**config.mk**
```make
export PLATFORM = sky130hd
export DESIGN_NAME = regfile_writeback
export DESIGN_NICKNAME = d
export VERILOG_FILES = /design/src/rtl/regfile_wb_pkg.sv /design/src/rtl/load_align.sv /design/src/rtl/regfile_writeback.sv
export SDC_FILE = /design/constraint.sdc
export NUM_CORES = 1
export LEC_CHECK = 0
export CAP_MARGIN = 20
export CORE_MARGIN = 2
export CORE_UTILIZATION = 38
export CTS_CLUSTER_SIZE = 25
export DETAILED_ROUTE_END_ITERATION = 8
export HOLD_SLACK_MARGIN = 0.05
export PLACE_DENSITY = 0.72
export REMOVE_ABC_BUFFERS = 1
export SLEW_MARGIN = 20
export SYNTH_ARGS = -nofsm -noshare
export SYNTH_HDL_FRONTEND = slang
export SYNTH_SLANG_ARGS = --single-unit
```
**constraint.sdc**
```tcl
create_clock -name clk -period 3.1 [get_ports clk]
set_input_delay 0.465 -clock clk [delete_from_list [all_inputs] [get_ports clk]]
set_output_delay 0.465 -clock clk [all_outputs]
set_load 0.05 [all_outputs]
```
**src/rtl/regfile_wb_pkg.sv**
```systemverilog
// regfile_wb_pkg: shared constants for the register-file write-back slice.
//   Write-back select codes, load size codes and default datapath widths.
package regfile_wb_pkg;

  localparam int DEF_DATA_W = 32;
  localparam int DEF_ADDR_W = 5;

  // Write-back value select (code 3 is reserved and behaves as ALU)
  localparam logic [1:0] WB_SEL_ALU  = 2'd0;
  localparam logic [1:0] WB_SEL_MEM  = 2'd1;
  localparam logic [1:0] WB_SEL_LINK = 2'd2;

  // Load access size (code 3 behaves as word)
  localparam logic [1:0] LD_BYTE = 2'd0;
  localparam logic [1:0] LD_HALF = 2'd1;
  localparam logic [1:0] LD_WORD = 2'd2;

endpackage

```
**src/rtl/load_align.sv**
```systemverilog
// load_align: big-endian byte/half/word extraction from a 32-bit memory word,
// with sign or zero extension.
//   word       in   raw data-memory word
//   off        in   byte offset within the word (address bits [1:0])
//   size       in   LD_BYTE / LD_HALF / LD_WORD (3 treated as word)
//   loadSigned in   sign-extend byte/half values
//   value      out  aligned, extended load result
module load_align
  import regfile_wb_pkg::*;
(
  input  logic [31:0] word,
  input  logic [1:0]  off,
  input  logic [1:0]  size,
  input  logic        loadSigned,
  output logic [31:0] value
);

  logic [7:0]  byteSel;
  logic [15:0] halfSel;

  always_comb begin
    byteSel = 8'h00;
    halfSel = 16'h0000;
    value   = word;
    case (size)
      LD_BYTE: begin
        // Offset 0 addresses the most significant byte
        case (off)
          2'd0:    byteSel = word[31:24];
          2'd1:    byteSel = word[23:16];
          2'd2:    byteSel = word[15:8];
          default: byteSel = word[7:0];
        endcase
        value = {{24{loadSigned & byteSel[7]}}, byteSel};
      end
      LD_HALF: begin
        halfSel = off[1] ? word[15:0] : word[31:16];
        value   = {{16{loadSigned & halfSel[15]}}, halfSel};
      end
      default: value = word;
    endcase
  end

endmodule

```
**src/rtl/regfile_writeback.sv**
```systemverilog
// regfile_writeback: MEM/WB pipeline register, write-back value select,
// register-file write port drive, write-through bypass and retire counter.
//   clk, reset (async, active-low)
//   stall, flush                  MEM/WB register control (flush wins)
//   mem_*                         MEM-stage instruction fields
//   WriteData/WriteRegister/RegWrite  register file write port
//   ReadRegister1/2, ReadData1/2  ID-stage read addresses and raw read data
//   BypData1/2                    read data with in-flight write forwarded
//   retire_count                  retired instruction count (wraps)
module regfile_writeback
  import regfile_wb_pkg::*;
#(
  parameter int DATA_W = DEF_DATA_W,
  parameter int ADDR_W = DEF_ADDR_W,
  parameter int CNT_W  = 32
) (
  input  logic              clk,
  input  logic              reset,
  input  logic              stall,
  input  logic              flush,
  input  logic              mem_valid,
  input  logic              mem_RegWrite,
  input  logic [1:0]        mem_MemtoReg,
  input  logic [1:0]        mem_LoadSize,
  input  logic              mem_LoadSigned,
  input  logic [ADDR_W-1:0] mem_WriteRegister,
  input  logic [DATA_W-1:0] mem_AluResult,
  input  logic [DATA_W-1:0] mem_ReadData,
  input  logic [DATA_W-1:0] mem_PCplus8,
  output logic [DATA_W-1:0] WriteData,
  output logic [ADDR_W-1:0] WriteRegister,
  output logic              RegWrite,
  input  logic [ADDR_W-1:0] ReadRegister1,
  input  logic [ADDR_W-1:0] ReadRegister2,
  input  logic [DATA_W-1:0] ReadData1,
  input  logic [DATA_W-1:0] ReadData2,
  output logic [DATA_W-1:0] BypData1,
  output logic [DATA_W-1:0] BypData2,
  output logic [CNT_W-1:0]  retire_count
);

  logic              wbValid;
  logic              wbFresh;
  logic              wbRegWrite;
  logic [1:0]        wbMemtoReg;
  logic [1:0]        wbLoadSize;
  logic              wbLoadSigned;
  logic [ADDR_W-1:0] wbWriteRegister;
  logic [DATA_W-1:0] wbAluResult;
  logic [DATA_W-1:0] wbReadData;
  logic [DATA_W-1:0] wbPCplus8;
  logic [31:0]       loadValue;

  // wbFresh marks the first cycle an instruction sits in MEM/WB, so a stalled
  // instruction writes and retires only once.
  always_ff @(posedge clk or negedge reset) begin
    if (!reset) begin
      wbValid         <= 1'b0;
      wbFresh         <= 1'b0;
      wbRegWrite      <= 1'b0;
      wbMemtoReg      <= WB_SEL_ALU;
      wbLoadSize      <= LD_BYTE;
      wbLoadSigned    <= 1'b0;
      wbWriteRegister <= '0;
      wbAluResult     <= '0;
      wbReadData      <= '0;
      wbPCplus8       <= '0;
    end else if (flush) begin
      wbValid <= 1'b0;
      wbFresh <= 1'b0;
    end else if (stall) begin
      wbFresh <= 1'b0;
    end else begin
      wbValid         <= mem_valid;
      wbFresh         <= mem_valid;
      wbRegWrite      <= mem_RegWrite;
      wbMemtoReg      <= mem_MemtoReg;
      wbLoadSize      <= mem_LoadSize;
      wbLoadSigned    <= mem_LoadSigned;
      wbWriteRegister <= mem_WriteRegister;
      wbAluResult     <= mem_AluResult;
      wbReadData      <= mem_ReadData;
      wbPCplus8       <= mem_PCplus8;
    end
  end

  always_ff @(posedge clk or negedge reset) begin
    if (!reset)
      retire_count <= '0;
    else if (wbValid && wbFresh)
      retire_count <= retire_count + CNT_W'(1);
  end

  load_align uLoadAlign (
    .word       (wbReadData),
    .off        (wbAluResult[1:0]),
    .size       (wbLoadSize),
    .loadSigned (wbLoadSigned),
    .value      (loadValue)
  );

  always_comb begin
    case (wbMemtoReg)
      WB_SEL_MEM:  WriteData = loadValue;
      WB_SEL_LINK: WriteData = wbPCplus8;
      default:     WriteData = wbAluResult;
    endcase
  end

  assign WriteRegister = wbWriteRegister;
  assign RegWrite      = wbValid & wbFresh & wbRegWrite & (wbWriteRegister != '0);

  // RegWrite already excludes r0, so an r0 read never matches a live write.
  assign BypData1 = (RegWrite && (ReadRegister1 == wbWriteRegister)) ? WriteData : ReadData1;
  assign BypData2 = (RegWrite && (ReadRegister2 == wbWriteRegister)) ? WriteData : ReadData2;

endmodule

```
==> metrics.md <==
| Metric | Value |
|---|---|
| Simple-gate share of the synthesized area | `0.09482` |
| Clock Latency Late Sink | `0.43 ns` |
| Most frequent cells in the layout | `clkdlybuf4s50_1 (222), mux2_2 (148), dfrtp_1 (138)` |
| Setup violators final | `0` |
| Most frequent cell on the critical path | `buf_4` |
| Psw | `2.648 mW` |
| Global-route wire length before repair | `38.67 mm` |
| Vias | `6863` |
| Die Ht | `147.1 microns` |
| Initial Util | `0.3860` |
| Final Util | `0.6218` |
| Cell family with the largest share of critical-path delay | `buffers and inverters` |
| CTS Buf Count | `17` |
| Max-slew headroom | `0.5293` |
| CTS max path bufs | `2` |
| Status | `complete, no violations` |
| Fin crit share | `0.9728` |
| Critical path type | `reg -> out` |
| DR pass1 iterations | `4` |
| Buffers on Ports | `319` |
| GPL Wtd Cong | `0.8454` |
| Yosys warning count | `0` |
| Sw Ratio | `0.3675` |
| Synth Area in XOR/XNOR | `0.04613` |
| Mux contribution to synthesized area | `0.2261` |
| Remaining Overflow, GRT | `0` |
| Post-layout net count | `1229` |
| Yosys cell types | `49` |
| Clock root buffer | `clkbuf_16` |
| Mapped Cells | `709` |
| Setup crit start kind | `flip-flop` |
| Sum Neg Setup Slack | `0 ns` |
| Starting DRC count in detailed routing | `360` |
| Post-synth EDFFs | `0` |
| Fillers | `1656` |
| Final Instance Area | `12540 sq um` |
| DR DRC count | `0` |
| Vias in the first global route | `6915` |
| Post-DRT Antenna Nets | `0` |
| Crit end category | `primary output` |
| Sequential cell fraction of total power | `0.313` |
| Die area | `21650 sq um` |
| DR WL/cell | `19.12 microns` |
| Placed inst area | `11590 sq um` |
| Critical path's slowest cell | `dfrtp_2` |
| Max Freq | `0.3316 GHz` |
| Hold Fails Final Rpt | `0` |
| Fin crit period | `3.016 ns` |
| Worst Skew | `0.01154 ns` |
| Clock share of power | `0.294` |
| Sequential share of the synthesized area | `0.4532` |
| Tightest Pin Transition | `0.6996 ns` |
| CP cell instances | `mux2i_4 -> nor4_4 -> a2111oi_4 -> buf_6 -> o31ai_1 -> buf_4 -> mux2_2 -> buf_4` |
| Core Area | `20170 sq um` |
| Synth Area per Inst | `10.98 sq um` |
| Post-Synth Adder-Cell Area | `0.004822` |
| Largest stage delay, worst path | `0.44 ns` |
| Io pins | `320` |
| Post-DP HPWL | `18.65 mm` |
| DR vias/cell | `5.180` |
| Layout cell share with drive strength beyond 1 | `0.3428` |
| Pwr/cell area | `574.4 nW/um^2` |
| Syn Std Cell Area | `7785 sq um` |
| Critical path arrival | `2.55 ns` |
| #FFs+latches synth | `141` |
| Req. time, crit path | `2.63 ns` |
| Part of the power in combinational logic | `0.393` |
| Most common cell after layout, fill and taps aside | `clkdlybuf4s50_1` |
| WP buf/inv | `3` |
| Max_cap viols | `0` |
| Fin. max-slew vios | `0` |
| CTS tree | `built` |
| CTS HTree Levels | `4` |
| Synth Area in Compound Gates | `0.1334` |
| Leak | `5.143 nW` |
| Largest net degree at the start of global routing | `62` |
| Min Hold Slack | `0.4784 ns` |
| # rows | `52` |
| CP max FO | `7` |
| Combinational family with the most area after synthesis | `multiplexers` |
| GR Util All Layers | `0.2289` |
| Synth async-reset ratio | `1.000` |
| DIE WIDTH | `147.1 microns` |
| Clk sink count | `141` |
| Area delta synth->final | `61.11%` |
| Hold WC Path Type | `reg -> reg` |
| Pint | `4.556 mW` |
| Maximum VDD drop | `0.0004016 V` |
| Clk slew on worst S/H paths | `0.06 ns` |
| Top FF cell, synth | `dfrtp_1` |
| Final WL | `25.33 mm` |
| Number of antenna violations at the first check in global routing | `2` |
## cell families (layout without fill, tap and decap cells)
| kind of cell | Yosys count | in the layout |
|---|---|---|
| multiplexers | 157 | 157 |
| AND/OR/NAND/NOR | 147 | 147 |
| AO/OA/AOI/OAI | 146 | 146 |
| flip-flops | 141 | 141 |
| buffers and inverters | 74 | 418 |
| XOR/XNOR | 41 | 41 |
| adder cells (fa/ha/maj) | 3 | 3 |
| other | 0 | 2 |
## per-stage QoR
| stage | instances | total power, mW | setup WS (ns) |
|---|---|---|---|
| finish | 1325 | 7.204 | 0.08426 |
| global route | 1323 | 7.529 | -0.004019 |
| CTS | 1318 | 7.160 | -0.05091 |
| detailed placement | 1285 | 4.948 | 0.2607 |
| global placement | 1284 | 4.901 | 0.3255 |
| floorplan | 662 | 3.750 | -2.868 |
## power by group through the flow
stage / Combinational, mW / Sequential, mW / Clock [mW]
global route: 2.99 / 2.29 / 2.26
global placement: 2.64 / 2.26 / 0
CTS: 2.75 / 2.24 / 2.17
detailed placement: 2.67 / 2.27 / 0
finish: 2.83 / 2.26 / 2.12
floorplan: 1.44 / 2.31 / 0
## area by class of cell
| type | count | area, sq um | area share |
|---|---|---|---|
| clock inverter | 15 | 183.9 | 0.01466 |
| timing repair buffer | 359 | 3737 | 0.2980 |
| clock buffer | 17 | 425.4 | 0.03392 |
| tap | 270 | 337.8 | 0.02694 |
| sequential | 141 | 3532 | 0.2816 |
| multi-input combinational | 494 | 4219 | 0.3364 |
| antenna | 2 | 5.005 | 0.0003990 |
| inverter | 27 | 101.3 | 0.008081 |
## routing by layer
layer / track usage / share of wire / up-vias
met3: 0.06925 / 0.072 / 10
met1: 0.2923 / 0.43 / 3361
met5: 0 / 0 / -
li1: - / - / 3261
met4: 0.05721 / 0.0064 / 0
met2: 0.3813 / 0.49 / 231
## sequential cells by signal, summed over array words and instances (netlist names)
signal and cells:
wbMemtoReg 2, wbLoadSize 2, wbFresh 1, wbValid 1, wbLoadSigned 1, wbAluResult 32
wbRegWrite 1, retire_count 32, wbReadData 32, wbPCplus8 32, WriteRegister 5
## worst paths after layout
check	from	to	slack [ns]	cells after the start
setup / recovery	wbAluResult[0]	BypData1[16]	0.08	8
hold / removal	retire_count[31]	retire_count[31]	0.48	1
setup reg to reg	retire_count[6]	retire_count[25]	1.23	5
hold reg to reg	retire_count[31]	retire_count[31]	0.48	1
max in group asynchronous	reset	retire_count[9]	1.76	3
min in group asynchronous	reset	retire_count[19]	0.56	2
## cells in the mapped netlist (4+ instances only)
cell type	instances	area, sq um
xor2_1	12	105.1
a21o_1	7	52.55
inv_1	26	97.59
o221ai_1	10	87.58
o31ai_2	10	125.1
nand2_1	59	221.5
o31ai_1	14	105.1
nor2b_1	5	31.28
xnor2_1	29	254.0
o22ai_1	16	100.1
clkbuf_1	32	120.1
buf_2	6	30.03
nand4_1	9	56.30
mux2i_1	8	80.08
o21ai_0	36	180.2
dfrtp_1	141	3528
nor3_1	4	20.02
nand3_1	21	105.1
nor4_1	4	25.02
a32oi_1	7	61.31
a32o_1	5	50.05
buf_4	6	45.04
and3_1	19	118.9
a21oi_1	22	110.1
nor2_1	15	56.30
mux2_2	148	1667
a22oi_1	5	37.54
## worst register-to-register path: stages (launching register included)
cell and delay (ns):
dfrtp_1 0.46, nand4_1 0.19, nor4_1 0.46, and3_1 0.33
nand4_1 0.15, xnor2_1 0.16
## repair_timing
action / CTS / global route
hold buffers: 1 / 0
resized for setup: 17 / 28
setup endpoints to repair: 28 / 67
pin swaps: 0 / 2
endpoints found under the hold margin: 52 / 0
setup buffers: 0 / 5
Note: power is estimated with default switching activity, not from simulation.
